File: src/rtl/ram_cmd_master.sv
// Purpose: initiator for the single-port RAM command bus; turns read/write requests into two-beat din sequences and returns one response per request.
// Latency: counted from the handshake cycle, rsp_valid arrives 3 cycles later for writes and 4 for reads answered one cycle after the 11 beat.
// Backpressure: req_ready is high only while idle; responses are single-cycle pulses and the consumer cannot stall them.
module ram_cmd_master #(
    parameter int ADDR_SIZE = 8,
    parameter int TIMEOUT   = 4
) (
    input  logic                 clk,
    input  logic                 rst_n,
    input  logic                 req_valid,
    output logic                 req_ready,
    input  logic                 req_write,
    input  logic [ADDR_SIZE-1:0] req_addr,
    input  logic [ADDR_SIZE-1:0] req_wdata,
    output logic [ADDR_SIZE+1:0] din,
    output logic                 rx_valid,
    input  logic [ADDR_SIZE-1:0] dout,
    input  logic                 tx_valid,
    output logic                 rsp_valid,
    output logic                 rsp_write,
    output logic [ADDR_SIZE-1:0] rsp_data,
    output logic                 rsp_err,
    output logic                 proto_err
);

    // Counter wide enough to hold 0 .. TIMEOUT-1.
    localparam int CW = (TIMEOUT > 1) ? $clog2(TIMEOUT) : 1;
    localparam logic [CW-1:0] CNT_LAST = CW'(TIMEOUT - 1);

    localparam logic [1:0] OP_WA = 2'b00;
    localparam logic [1:0] OP_WD = 2'b01;
    localparam logic [1:0] OP_RA = 2'b10;
    localparam logic [1:0] OP_RD = 2'b11;

    localparam logic [ADDR_SIZE-1:0] ZERO = '0;

    // Each state names the beat currently on din (WAIT_TX: none, 11 held).
    typedef enum logic [2:0] {
        IDLE,
        WR_ADDR,
        WR_DATA,
        RD_ADDR,
        RD_DATA,
        WAIT_TX
    } state_t;

    state_t                 state;
    state_t                 state_nx;
    logic [CW-1:0]          cnt;
    logic [CW-1:0]          cnt_nx;
    logic [ADDR_SIZE-1:0]   wdata_q;
    logic [ADDR_SIZE-1:0]   wdata_nx;

    logic                   req_ready_nx;
    logic [ADDR_SIZE+1:0]   din_nx;
    logic                   rx_valid_nx;
    logic                   rsp_valid_nx;
    logic                   rsp_write_nx;
    logic [ADDR_SIZE-1:0]   rsp_data_nx;
    logic                   rsp_err_nx;
    logic                   proto_err_nx;

    // State, counter, captured write data and every output are registered here.
    always_ff @(posedge clk or negedge rst_n) begin
        if (!rst_n) begin
            state     <= IDLE;
            cnt       <= '0;
            wdata_q   <= '0;
            req_ready <= 1'b1;
            din       <= {OP_WD, ZERO};
            rx_valid  <= 1'b0;
            rsp_valid <= 1'b0;
            rsp_write <= 1'b0;
            rsp_data  <= '0;
            rsp_err   <= 1'b0;
            proto_err <= 1'b0;
        end else begin
            state     <= state_nx;
            cnt       <= cnt_nx;
            wdata_q   <= wdata_nx;
            req_ready <= req_ready_nx;
            din       <= din_nx;
            rx_valid  <= rx_valid_nx;
            rsp_valid <= rsp_valid_nx;
            rsp_write <= rsp_write_nx;
            rsp_data  <= rsp_data_nx;
            rsp_err   <= rsp_err_nx;
            proto_err <= proto_err_nx;
        end
    end

    // Next state and next output values; the beat for a state is launched on the edge that enters it.
    always_comb begin
        state_nx     = state;
        cnt_nx       = cnt;
        wdata_nx     = wdata_q;
        din_nx       = din;
        rx_valid_nx  = 1'b0;
        rsp_valid_nx = 1'b0;
        rsp_write_nx = 1'b0;
        rsp_data_nx  = '0;
        rsp_err_nx   = 1'b0;
        // A reply outside the wait window means the RAM and master disagree; latch it.
        proto_err_nx = proto_err | (tx_valid && (state != WAIT_TX));

        case (state)
            IDLE: begin
                if (req_valid && req_ready) begin
                    wdata_nx    = req_wdata;
                    rx_valid_nx = 1'b1;
                    if (req_write) begin
                        state_nx = WR_ADDR;
                        din_nx   = {OP_WA, req_addr};
                    end else begin
                        state_nx = RD_ADDR;
                        din_nx   = {OP_RA, req_addr};
                    end
                end
            end
            WR_ADDR: begin
                state_nx    = WR_DATA;
                din_nx      = {OP_WD, wdata_q};
                rx_valid_nx = 1'b1;
            end
            WR_DATA: begin
                state_nx     = IDLE;
                rsp_valid_nx = 1'b1;
                rsp_write_nx = 1'b1;
            end
            RD_ADDR: begin
                state_nx    = RD_DATA;
                din_nx      = {OP_RD, ZERO};
                rx_valid_nx = 1'b1;
            end
            RD_DATA: begin
                state_nx = WAIT_TX;
                cnt_nx   = '0;
            end
            WAIT_TX: begin
                // Data arriving on the final wait cycle still beats the timeout.
                if (tx_valid) begin
                    state_nx     = IDLE;
                    rsp_valid_nx = 1'b1;
                    rsp_data_nx  = dout;
                end else if (cnt == CNT_LAST) begin
                    state_nx     = IDLE;
                    rsp_valid_nx = 1'b1;
                    rsp_err_nx   = 1'b1;
                end else begin
                    cnt_nx = cnt + CW'(1);
                end
            end
            default: begin
                state_nx = IDLE;
            end
        endcase

        // Ready rises together with the response pulse so the next request sees no gap.
        req_ready_nx = (state_nx == IDLE);
    end

endmodule

File: config.mk
export PLATFORM = sky130hd
export DESIGN_NAME = ram_cmd_master
export DESIGN_NICKNAME = d
export VERILOG_FILES = /design/src/rtl/ram_cmd_master.sv
export SDC_FILE = /design/constraint.sdc
export NUM_CORES = 1
export LEC_CHECK = 0
export CORE_ASPECT_RATIO = 1.1
export CORE_MARGIN = 1
export CORE_UTILIZATION = 40
export DETAILED_ROUTE_END_ITERATION = 16
export PLACE_DENSITY_LB_ADDON = 0.2
export SYNTH_ARGS = -nofsm -noshare
export SYNTH_HDL_FRONTEND = slang
export SYNTH_SLANG_ARGS = --single-unit
export TNS_END_PERCENT = 50
File: constraint.sdc
create_clock -name clk -period 2.2 [get_ports clk]
set_input_delay 0.22 -clock clk [delete_from_list [all_inputs] [get_ports clk]]
set_output_delay 0.22 -clock clk [all_outputs]
set_load 0.005 [all_outputs]
# After elaboration in Yosys (flattened, before gate mapping)
# Cells that the tools add are included.
[totals]
regBits = 37
in_bits = 29
output_inout_bits = 24
wordCells = 54
[op_classes]
addsub = 1
n_eq_ne = 10
muxes = 21
bitwise = 1
n_reduce_logical = 10
[ops]
columns = ["op", "n"]
rows = [
  ["case mux 10 bit (3 select lines)", 1],
  ["2-to-1 mux 10 bit", 2],
  ["2-to-1 mux 8 bit", 2],
  ["case mux 3 bit (5 select lines)", 1],
  ["2-to-1 mux 3 bit", 3],
  ["== test 3 x 2 -> 1 bit, second input constant", 2],
  ["== test 3 bit, second input constant", 2],
  ["zero test 3 bit", 2],
  ["2-to-1 mux 1 bit", 6],
  ["2-to-1 mux 2 bit", 3],
  ["inequality test 2 bit, second input constant", 3],
  ["case mux 1 bit (2 select lines)", 2],
  ["case mux 2 bit (2 select lines)", 1],
  ["AND reduction 2 bit", 2],
  ["== test 3 x 1 -> 1 bit, second input constant", 1],
  ["inequality test 3 bit, second input constant", 1],
  ["AND reduction 3 bit", 1],
  ["nonzero test 3 bit", 1],
  ["adder 2 x 1 -> 2 bit, second input constant", 1],
  ["== test 2 bit, second input constant", 1],
  ["logical AND 1 bit", 2],
  ["nonzero test 2 bit", 1],
  ["OR reduction 2 bit", 1],
  ["OR 1 bit", 1],
]

# Logic depth before layout (Yosys ltp)
[depth]
word_depth = 5
mapped_depth = 5
depth_no_buf = 4

# Worst setup path after synthesis
# No wires, ideal clock.
[synth_path]
path_type = "reg-to-reg"
start = "register cnt[0]"
end = "register cnt[1]"
setup_time_ps = 65
arrival_ps = 1381
required_ps = 2135
path_slack_ps = 753
path_stages_with_launch = 5
path_buffers = 0
synth_period_minus_slack_ps = 1447
path_cell_list = "dfrtp_1 ha_1 or4b_1 o21ai_1 a22o_1"
[synth_via]
elab_chain_cells = 4
elab_cells_between_ends = 7
classes_between = "add/sub: 1; eq/ne: 2; mux: 3; reduce/logical: 1"
[synth_lines]
columns = ["element", "line_no", "text"]
rows = [
  ["start: declaration", "49", "logic [CW-1:0] cnt;"],
  ["start signal: assignment", "79", "cnt <= cnt_nx;"],
  ["adder 2 x 1 -> 2 bit", "150", "cnt_nx = cnt + CW'(1);"],
  ["2-to-1 mux 2 bit", "145", "end else if (cnt == CNT_LAST) begin"],
  ["2-to-1 mux 2 bit", "141", "if (tx_valid) begin"],
  ["case mux 2 bit (2 select lines)", "106", "case (state)"],
]
# Several ways; a longest one is shown, not always the timed one. The select of a mux whose other input is x is not followed.
# A chain may end at the register's enable or synchronous reset.

# Worst setup path in the final report
[layout_path]
start = "register state[1]"
end = "register rsp_valid"
[layout_via]
elab_chain_cells = 2
elab_cells_between_ends = 3
classes_between = "eq/ne: 2; mux: 1"
[layout_lines]
columns = ["element", "line_no", "text"]
rows = [
  ["start: declaration", "47", "state_t state;"],
  ["start signal: assignment", "78", "state <= state_nx;"],
  ["== test 3 bit / == test 3 x 2 -> 1 bit (equally long branches)", "106", ""],
  ["case mux 1 bit (2 select lines) *", "106", ""],
  ["net rsp_valid_nx", "57", "logic rsp_valid_nx;"],
  ["end signal: assignment", "84", "rsp_valid <= rsp_valid_nx;"],
  ["end: declaration", "19", "output logic rsp_valid,"],
]
# Mark *: on every way through the listed nets, which the timed path passes. The rest lies on a longest branch.

==> run metrics <==
total grt overflow 0; hold_buf cts 0; startpoint types flip-flop; die width 61.0 um; YS warnings 0; Max Freq 0.592 GHz; # fillers 329; largest net degree at the start of global routing 38; CTS buffer count 5; Via Count 1206; Internal Pwr Total 0.00181 W; syn_area_per_cell 11.6 um^2; Final Slew Violations 0; CTS H-Tree Depth 2; clock share of power 17.4%; final-report setup violation count 0; crit end category flip-flop; RSZ-0062 raised after global routing no; Sw Share 33.2%; Avg WL per Cell 14.0 um; Tmin final 1.69 ns; Clock Sinks 37; status complete, no violations; Initial Util 41.9%; vias in the first global route 1171; setup TNS 0 ns; Slew headroom 47.2%; initial DRC count 53; FFs w/ async S/R, synth 100%; Placer Congestion 0.762; peak fanout along the critical path 20; Util after Layout 59.7%; Final period util 76.8%; port bufs 52; Net Switching 0.000896 W; Post-synth EDFFs 0; DR DRC count 0; Seq/Total Area, Yosys 60.7%; Tot GR Track Use 18.8%; CTS tree built; post-cts resize count 0; layout cell share with drive strength beyond 1 11.8%; clk_lat worst skew 0.28 ns; Syn Std Cell Area 0.00153 mm^2; combinational fraction of design power 40.0%; syn_nets 162; hpwl dp 2330 um; Clock Path Buffers 2; Layout area overhead 42.5%; Detailed Route WL 3300 um; CTS Root Cell clkbuf_8; Critical Path AT 1.90 ns; Hold Path Class in2async; Cell Rows 23; register area 928 um^2; Worst Tran Pin Value 0.793 ns; Synth Flop Type dfrtp_1; Pleak 0.927 nW; Unique masters post-synth 32; Worst EP required 2.41 ns; Core Area 0.00365 mm^2; initial antenna violation count 0; Reg clk slew, reported paths 0.07 ns; PD cells 1240 mW/mm^2; most frequent cells in the layout 51 x clkdlybuf4s50_1, 35 x dfrtp_1, 16 x a21oi_1, 11 x o21ai_0; area of the multi-input gates 554 um^2; Routed Antenna Nets 0; commonest non-fill, non-tap cell in the layout clkdlybuf4s50_1; Gate Count Post-Synth 132; postcts setup bufs 0; final hold vios 0; nets 215; Reg power frac 42.5%; Max-Cap Viols 0; # diodes 0; Synth Register Bits 37; first-pass iteration count of the detailed router 4; Vias/cell 5.11; WS Path Type reg2reg; die area 0.00408 mm^2; Die Ht 66.9 um; worst vdd ir 0.611 mV; clk_skew 0.00522 ns; first-pass GRT wire length 5460 um; # IOs 53
sequential cells by signal, indices dropped and copies added (netlist names):
| register | count |
|---|---|
| wdata_q | 8 |
| cnt | 2 |
| req_ready | 1 |
| state | 3 |
| rx_valid | 1 |
| rsp_valid | 1 |
| rsp_err | 1 |
| rsp_write | 1 |
| proto_err | 1 |
| rsp_data | 8 |
| din | 10 |
cells in the mapped netlist (2+ instances only):
master	count	share of area [%]
nand2_1	7	1.7
and2_1	8	3.3
a21oi_1	16	5.2
clkbuf_1	4	0.98
buf_2	5	1.6
o211ai_1	2	0.98
a22o_1	2	1.1
o21ai_0	11	3.6
a31oi_1	8	3.3
nor2_1	2	0.49
dfrtp_1	35	57
dfstp_2	2	3.4
inv_1	2	0.49
mux2_2	8	5.9
a21o_1	2	0.98
o21ai_1	2	0.65
logic make-up (layout without fill, tap and decap cells):
logic type	count (synthesis)	after routing	synth area share (%)
fa+ha+maj	1	1	0.818
mux	8	8	5.89
compound gates	47	47	17.7
simple gates	28	28	11.8
buf+inv	11	65	3.11
flops	37	37	60.7
cell type report:
| class | count | share of cell area [%] |
|---|---|---|
| sequential | 37 | 42.6 |
| multi-input combinational | 84 | 25.4 |
| timing repair buffer | 55 | 24.7 |
| clock buffer | 8 | 4.13 |
| tap | 50 | 2.87 |
| inverter | 2 | 0.344 |
layer usage:
layer | track usage [%] | up-vias | part of all wire [%]
li1 | - | 571 | -
met1 | 24.4 | 600 | 44
met2 | 29.1 | 30 | 50
met3 | 6.02 | 5 | 4.8
met4 | 6.82 | 0 | 1.5
met5 | 0 | - | 0
worst max-delay path, stage by stage, from the launching register on:
cell and delay (ns):
dfrtp_1 0.69, inv_1 0.45, nor3_1 0.32, o21bai_1 0.15
power by group through the flow:
stage / clock network [W] / logic [W] / registers [W]
3_5_place_dp: 0 / 0.00109 / 0.00116
6_report: 0.000471 / 0.00108 / 0.00115
2_1_floorplan: 0 / 0.000677 / 0.00109
4_1_cts: 0.000485 / 0.00109 / 0.00115
5_1_grt: 0.000521 / 0.00121 / 0.00119
3_3_place_gp: 0 / 0.00105 / 0.00115
per-stage QoR:
step                      cell area [um^2]  instances  worst slack, ns  total power, W  hold slack [ns]
after global routing                  2180        236            0.345         0.00292           0.0860
final                                 2180        236            0.510         0.00270           0.0227
after CTS                             2180        236            0.519         0.00273           0.0528
after floorplan                       1530        132            0.753         0.00176          -0.0756
after global placement                2090        228            0.529         0.00220            0.342
after detailed placement              2090        228            0.529         0.00225            0.354
final timing paths:
| path | start | endpoint | slack, ns | cells past startpoint |
|---|---|---|---|---|
| worst max-delay path | state[1] | rsp_valid | 0.51 | 3 |
| worst min-delay path | rst_n | rx_valid | 0.02 | 1 |
| worst max register to register | state[1] | rsp_valid | 0.51 | 3 |
| worst min register to register | proto_err | proto_err | 0.45 | 1 |
| max in group asynchronous | rst_n | din[7] | 1.68 | 1 |
| min in group clk | proto_err | proto_err | 0.45 | 1 |
(Power assumes the default switching activity.)
